==> src/rtl/rom_seq_player.sv <==
// rom_seq_player
//   Plays back the contents of a sequential ROM. On start it rewinds the ROM,
//   fetches words until the ROM reports end, repeats for the latched pass count
//   and streams the words to a valid/ready sink through a 2-entry FIFO.
// Ports
//   clock, reset        : system clock; asynchronous active-high reset
//   start, abort, loops : control; loops latched on start (0 means 1 pass)
//   busy, done, words   : status; done is a one-cycle pulse, words counts pops
//   rom_rewind, rom_req : ROM sync reset and advance strobe
//   rom_valid, rom_data : ROM word at the current index
//   out_valid, out_ready, out_data : sink handshake from the FIFO head
module rom_seq_player #(
   parameter int W  = 8,
   parameter int LW = 8,
   parameter int CW = 16
) (
   input  logic          clock,
   input  logic          reset,
   input  logic          start,
   input  logic          abort,
   input  logic [LW-1:0] loops,
   output logic          busy,
   output logic          done,
   output logic [CW-1:0] words,
   output logic          rom_rewind,
   output logic          rom_req,
   input  logic          rom_valid,
   input  logic [W-1:0]  rom_data,
   output logic          out_valid,
   input  logic          out_ready,
   output logic [W-1:0]  out_data
);

   typedef enum logic [1:0] {IDLE, REWIND, RUN, DRAIN} state_t;

   state_t        state, state_nxt;
   logic [W-1:0]  mem [2];
   logic          rd_ptr, wr_ptr;
   logic [1:0]    fill;
   logic [LW-1:0] passes_left;
   logic          launch, finish, next_pass;
   logic          push, pop;

   assign busy      = (state != IDLE);
   assign out_valid = (fill != 2'd0);
   assign out_data  = mem[rd_ptr];
   assign pop       = out_valid && out_ready;
   // rom_req is only raised while rom_valid is high, so a request is a push
   assign push      = rom_req;

   // Next state and ROM strobes; deliberately independent of out_ready so
   // there is no combinational path from the sink back to the ROM.
   always_comb begin
      state_nxt  = state;
      rom_rewind = 1'b0;
      rom_req    = 1'b0;
      launch     = 1'b0;
      finish     = 1'b0;
      next_pass  = 1'b0;
      case (state)
         IDLE: begin
            if (start && !abort) begin
               launch    = 1'b1;
               state_nxt = REWIND;
            end
         end
         REWIND: begin
            rom_rewind = 1'b1;
            state_nxt  = RUN;
         end
         RUN: begin
            rom_req = rom_valid && (fill != 2'd2);
            if (!rom_valid) begin
               if (passes_left > LW'(1)) begin
                  next_pass = 1'b1;
                  state_nxt = REWIND;
               end else begin
                  state_nxt = DRAIN;
               end
            end
         end
         DRAIN: begin
            if (fill == 2'd0) begin
               finish    = 1'b1;
               state_nxt = IDLE;
            end
         end
         default: state_nxt = IDLE;
      endcase
      if (abort) begin
         state_nxt = IDLE;
         finish    = 1'b0;
         next_pass = 1'b0;
      end
   end

   always_ff @(posedge clock or posedge reset) begin
      if (reset) begin
         state       <= IDLE;
         done        <= 1'b0;
         passes_left <= '0;
         words       <= '0;
      end else begin
         state <= state_nxt;
         done  <= finish;
         if (launch)
            passes_left <= (loops == '0) ? LW'(1) : loops;
         else if (next_pass)
            passes_left <= passes_left - LW'(1);
         if (launch)
            words <= '0;
         else if (pop)
            words <= words + CW'(1);
      end
   end

   // FIFO; abort flushes it, but a handshake in the abort cycle still counts
   always_ff @(posedge clock or posedge reset) begin
      if (reset) begin
         for (int unsigned i = 0; i < 2; i++)
            mem[i] <= '0;
         rd_ptr <= 1'b0;
         wr_ptr <= 1'b0;
         fill   <= 2'd0;
      end else if (abort) begin
         rd_ptr <= 1'b0;
         wr_ptr <= 1'b0;
         fill   <= 2'd0;
      end else begin
         if (push) begin
            mem[wr_ptr] <= rom_data;
            wr_ptr      <= ~wr_ptr;
         end
         if (pop)
            rd_ptr <= ~rd_ptr;
         fill <= fill + {1'b0, push} - {1'b0, pop};
      end
   end

endmodule

==> config.mk <==
export PLATFORM = sky130hd
export DESIGN_NAME = rom_seq_player
export DESIGN_NICKNAME = d
export VERILOG_FILES = /design/src/rtl/rom_seq_player.sv
export SDC_FILE = /design/constraint.sdc
export NUM_CORES = 1
export LEC_CHECK = 0
export CORE_ASPECT_RATIO = 1.5
export CORE_MARGIN = 2
export CORE_UTILIZATION = 50
export DETAILED_ROUTE_END_ITERATION = 10
export GPL_TIMING_DRIVEN = 0
export PLACE_DENSITY = 0.78
export SKIP_CTS_REPAIR_TIMING = 1
export SLEW_MARGIN = 5
export SYNTH_ARGS = -nofsm -noshare
export SYNTH_HDL_FRONTEND = slang
export SYNTH_SLANG_ARGS = --single-unit
==> constraint.sdc <==
create_clock -name clock -period 3.3 [get_ports clock]
set_input_delay 0.66 -clock clock [delete_from_list [all_inputs] [get_ports clock]]
set_output_delay 0.66 -clock clock [all_outputs]
set_load 0.05 [all_outputs]
# After elaboration in Yosys (flattened, before gate mapping)
# Cells that the tools add are included.
dict set report classes {
  n_lt_le_gt_ge 4
  n_eq_ne 7
  n_reduce_logical 16
  n_addsub 4
  bitwise 5
  muxes 33
}
# cell n
set ops {}
lappend ops {{8-bit 2-to-1 mux} 7}
lappend ops {{16-bit 2-to-1 mux} 2}
lappend ops {{16-bit by 1-bit adder with 16-bit output (second input constant)} 1}
lappend ops {{16-bit bitwise mux} 1}
lappend ops {{1-bit 2-to-1 mux} 15}
lappend ops {{2-bit 2-to-1 mux} 6}
lappend ops {{2-bit nonzero test} 6}
lappend ops {{3-bit inequality test (second input constant)} 3}
lappend ops {{8-bit demux with 1-bit select} 1}
lappend ops {{8-bit by 1-bit > comparator with 1-bit output (second input constant)} 1}
lappend ops {{8-bit zero test} 1}
lappend ops {{2-bit case mux with 4 select lines} 1}
lappend ops {{8-bit by 1-bit subtractor with 8-bit output (second input constant)} 1}
lappend ops {{2-bit == test (second input constant)} 2}
lappend ops {{2-bit greater-or-equal comparator (second input constant)} 2}
lappend ops {{1-bit logical AND} 4}
lappend ops {{2-bit zero test} 2}
lappend ops {{1-bit inverter with 2-bit output} 2}
lappend ops {{1-bit inverter} 3}
lappend ops {{3-bit AND reduction} 1}
lappend ops {{2-bit by 1-bit adder with 2-bit output} 1}
lappend ops {{2-bit by 1-bit == test with 1-bit output (second input constant)} 1}
lappend ops {{2-bit by 1-bit < comparator with 1-bit output (second input constant)} 1}
lappend ops {{2-bit inequality test (second input constant)} 1}
lappend ops {{other kinds (3)} 3}
dict set report word_totals {
  inputBits 22
  out_inout_bits 29
  word_cells 78
  ff_bits 47
}

# Longest topological paths before layout
# Gate-level depths: netlist of run 1.
dict set report depth {
  word_depth 7
  mapped_depth 8
  mapped_depth_nobuf 7
}

# Worst setup path after synthesis of run 1
# No wires, ideal clock.
dict set report synth_timing {
  path_type {in2reg}
  from {in rom_valid}
  to {reg passes_left[5]}
  t_arrival_ns 1.953
  cell_stages 5
  path_slack_ns 1.278
  n_path_buf 1
  setup_time_ns 0.069
  required_ns 3.231
  cell_sequence {or4b_4 > a31o_1 > buf_6 > o41a_1 > nand3_1}
}
dict set report synth_between {
  elab_chain_cells 4
}
# item line_no
set synth_rtl {}
lappend synth_rtl {{start: declaration} 27} ;# input logic rom_valid,
lappend synth_rtl {{1-bit 2-to-1 mux} 73} ;# if (!rom_valid) begin
lappend synth_rtl {{1-bit 2-to-1 mux} 60} ;# case (state)
lappend synth_rtl {{1-bit 2-to-1 mux} 90} ;# if (abort) begin
lappend synth_rtl {{2-bit nonzero test (no line)} --}
lappend synth_rtl {{end signal: assignment} 107} ;# passes_left <= (loops == '0) ? LW'(1) : loops;
lappend synth_rtl {{end signal: assignment} 109} ;# passes_left <= passes_left - LW'(1);
lappend synth_rtl {{end: declaration} 40} ;# logic [LW-1:0] passes_left;
# No other way between the ends.
# A chain may end at the register's enable or synchronous reset.

# Worst setup path in the final report of run 1
dict set report layout_timing {
  from {in rom_valid}
  to {out rom_req}
}
dict set report layout_between {
  elab_chain_cells 2
}
# item line_no
set layout_rtl {}
lappend layout_rtl {{1-bit logical AND} 72} ;# rom_req = rom_valid && (fill != 2'd2);
lappend layout_rtl {{1-bit 2-to-1 mux} 60}
lappend layout_rtl {{end: declaration} 26} ;# output logic rom_req,
# No other way between the ends.

==> results.md, run 1 <==
- The transition at the pin with the smallest max-transition slack is 0.678 ns.
- The hold violation count in the final report is 0.
- The maximum level of the CTS H-tree is 2.
- The core region is 0.00477 mm².
- The number of warnings issued by yosys is 0.
- The number of buffers between clock root and the deepest sink is 2.
- The number of max-slew violations in the final report was 0.
- The half-perimeter wire length of the detailed placement result is 3.76 mm.
- The number of violations reported at the end of detailed-routing iteration 0 is 95.
- The total wirelength of the detailed-routed design is 4.98 mm.
- TritonCTS built the clock tree.
- The type of element capturing the critical path is a primary output.
- Once the floorplan was initialized, standard cells occupied 51.3% of the core.
- The most common library cell in the layout ignoring fill and taps is sky130_fd_sc_hd__clkdlybuf4s50_1.
- The number of iterations in the first detailed-routing pass is 4.
- The worst endpoint data arrival time is 2.42 ns.
- Counting flops and latches in the post-synthesis netlist gives 47.
- The clock sink count is 47.
- The power density over the cells is 637 mW/mm².
- The net count of the finished layout is 311.
- Clock-pin slew was measured on the worst setup and hold paths at 0.08 ns.
- The floorplan step set the die width to 61.1 µm.
- The wire length of the first global-routing pass is 8.85 mm.
- Synthesis handed over a netlist of 226 instances.
- The proportion of power drawn by combinational gates is 43.7%.
- Of all nets on the critical path, the largest fanout is 4.
- The die outline area is 0.00548 mm².
- After detailed routing, the average wire length per cell comes to 14.2 µm.
- The number of antenna violations at the first check in global routing is 0.
- Per report_power, the sequential group accounts for 38.1% of the total.
- The vias after detailed routing is 1926.
- In the final layout, the share of cells above drive strength 1 is 16.8%.
- The via count of the first global-routing pass is 1954.
- Counting distinct cell types in the post-synthesis netlist gives 47.
- The cell area after synthesis is 0.00245 mm².
- Global routing used 20.9% of the available tracks.
- 51 I/O pins were placed.
- The design draws 0.00200 W.
- The cell chosen for the clock root is sky130_fd_sc_hd__clkbuf_8.
- After layout, the minimum clock period comes to 3.08 ns.
- After global routing the overflow that remains totals 0.
- Traced cell by cell, the critical path runs through clkdlybuf4s50_1 -> nand3b_1 -> a21o_1 -> inv_1 -> clkdlybuf4s50_1.
- The CTS buffer count is 5.
- In this run the static leakage power is 1.34 nW.
- Synthesis produced a netlist with a net count of 253.
- The setup TNS is 0 ns.
- The cell-internal power is 0.00121 W.
- The cell with the largest stage delay on the worst path is sky130_fd_sc_hd__clkdlybuf4s50_1.
- Relative to the synthesized area, the layout overhead comes to 28.5%.
- For the worst setup path, the data required time is 2.64 ns.
- The worst slew slack as a fraction of its limit is 54.6%.
- In the routed design, unresolved DRC markers number 0.
- The fmax is 324 MHz.
- The count of final setup violators is 0.
- The flow ran to the end, and the final reports show no timing, DRC or antenna violations.
- Leaving out fill and tap cells, the most frequent cells in the layout are sky130_fd_sc_hd__clkdlybuf4s50_1, sky130_fd_sc_hd__dfrtp_1, sky130_fd_sc_hd__mux2_2.
- In this design, the critical path's most frequently occurring cell is sky130_fd_sc_hd__clkdlybuf4s50_1.
- The class of the most critical hold timing path is register to register.
- The worst setup path is launched from a primary input.
- Net switching is 39.8% of the power.
- Measured along the y axis, the die boundary spans 89.7 µm.
- Setup repair after global routing left no endpoint under its margin.
- The fraction of the yosys area taken by sequential cells is 48.0%.
- The share of power burned in the clock network is 18.2%.
- After synthesis, the mean cell area works out to 10.8 µm².
- In the finished design, the share of the clock period the worst path needs comes to 93.5%.
- The final estimated routing congestion in global placement is 0.886.
- The number of antenna diodes in the final layout is 0.
- Max-cap violations in this run came to 0.
- In this run the core area contains 31 standard-cell rows.
- The final setup skew is 0.00902 ns.
- Entering global routing, the biggest net connects 35 pins.
- The detail route stage leaves a number of antenna-violating nets equal to 0.
- The largest vdd supply drop is 0.573 mV.
- In this design, the stage delay of the slowest critical-path cell is 0.81 ns.
- The later pin in the worst-skew pair is clocked with a latency of 0.31 ns.
- Using the TritonRoute via totals, the vias-per-cell ratio works out to 5.49.
- The number of buffers added on ports is 50.
- In this run the power spent charging and discharging nets is 0.000797 W.
- The category of the critical setup timing path is primary input to primary output.
==> routing by layer <==
| metal | up-vias | global-route usage (%) | share of wire, % |
|---|---|---|---|
| met5 | - | 0 | 0 |
| met4 | 0 | 7.07 | 1.7 |
| met3 | 6 | 5.18 | 4.6 |
| met2 | 42 | 34.9 | 52 |
| met1 | 940 | 25.1 | 41 |
| li1 | 938 | - | - |
==> power groups by stage <==
stage | sequential (W) | combinational [W] | clock, W
CTS | 0.000763 | 0.000889 | 0.000377
global route | 0.000781 | 0.000948 | 0.000392
floorplan | 0.000783 | 0.000607 | 0
detailed placement | 0.000774 | 0.000884 | 0
finish | 0.000763 | 0.000876 | 0.000365
global placement | 0.000768 | 0.000871 | 0
==> logic make-up (layout without fill, tap and decap cells) <==
family,Yosys count,in the layout,synth area share (%)
compound gates,30,30,9.81
xor+xnor,13,13,4.65
fa+ha+maj,5,5,2.55
buf+inv,18,77,3.32
flops,47,47,48.0
mux,29,29,13.1
simple gates,84,84,18.5
==> critical path, delay by kind of cell <==
kind,cells,cell delay [ns]
simple gates,1,0.10
buf+inv,3,1.44
compound gates,1,0.22
==> synth_stat cells, drive strengths merged <==
library cell  instances  area, µm²
dfrtp                47       1180
mux2                 24        270
nor2                 20       75.1
nand2                13       48.8
inv                   9       33.8
nand3                 8       40.0
nand4                 8       50.1
nor3                  7       40.0
xor2                  7       61.3
a21oi                 6       30.0
nor4                  6       37.5
xnor2                 6       52.6
clkbuf                5       18.8
ha                    5       62.6
mux2i                 5       50.1
buf                   4       28.8
nand2b                4       25.0
o211ai                4       30.0
or4                   4       30.0
a31o                  3       26.3
or2                   3       18.8
or3                   3       18.8
a31oi                 2       27.5
nor2b                 2       12.5
nor3b                 2       20.0
o21ai                 2       10.0
o311ai                2       17.5
o31ai                 2       15.0
or4b                  2       23.8
a211oi                1       7.51
a21o                  1       7.51
a221o                 1       10.0
a32oi                 1       8.76
and3                  1       6.26
nand3b                1       7.51
o2111a                1       11.3
o2111ai               1       8.76
o21a                  1       7.51
o221a                 1       11.3
o41a                  1       11.3
==> stage by stage <==
step / instance area [µm²] / utilization, % / hold slack, ns / setup WS (ns) / instances
CTS: 3150 / 66.0 / 0.514 / 0.210 / 351
detailed placement: 3050 / 64.0 / 0.494 / 0.215 / 343
global route: 3150 / 66.0 / 0.532 / 0.0958 / 351
finish: 3150 / 66.0 / 0.511 / 0.216 / 351
global placement: 3030 / 63.5 / 0.484 / 0.212 / 342
floorplan: 2450 / - / 0.475 / 1.28 / 226
==> worst paths after layout <==
check | startpoint | endpoint | slack (ns) | cells past startpoint
min in group asynchronous | reset | words[7]$_DFFE_PP0P_ | 0.61 | 2
setup reg to reg | state[1]$_DFFE_PP0P_ | words[3]$_DFFE_PP0P_ | 1.22 | 6
max in group asynchronous | reset | passes_left[6]$_DFFE_PP0P_ | 2.20 | 3
hold / removal | mem[6]$_DFFE_PP0P_ | mem[6]$_DFFE_PP0P_ | 0.51 | 1
hold reg to reg | mem[6]$_DFFE_PP0P_ | mem[6]$_DFFE_PP0P_ | 0.51 | 1
setup / recovery | rom_valid | rom_req | 0.22 | 5
==> sequential cells by signal, indices dropped and copies added, names as in the netlist <==
| register | count |
|---|---|
| rd_ptr | 1 |
| passes_left | 8 |
| done | 1 |
| state | 2 |
| words | 16 |
| fill | 2 |
| mem | 16 |
| wr_ptr | 1 |
==> layout make-up <==
| class | count | area [µm²] |
|---|---|---|
| tap | 66 | 82.6 |
| clock inverter | 1 | 8.76 |
| buffer | 9 | 47.5 |
| sequential | 47 | 1180 |
| multi-input combinational | 161 | 1190 |
| fill | 407 | 1620 |
| inverter | 9 | 33.8 |
| clock buffer | 7 | 86.3 |
| timing repair buffer | 51 | 520 |
Note: power is estimated with default switching activity, not from simulation.
==> inputs of run 2 (changes only) <==
--- a/config.mk
+++ b/config.mk
@@ -8,6 +8,7 @@
 export CORE_ASPECT_RATIO = 1.5
 export CORE_MARGIN = 2
 export CORE_UTILIZATION = 50
+export CTS_CLUSTER_SIZE = 12
 export DETAILED_ROUTE_END_ITERATION = 10
 export GPL_TIMING_DRIVEN = 0
 export PLACE_DENSITY = 0.78
==> results of run 2 <==
No change in the layout: final DEF, timing and power equal those of run 1.
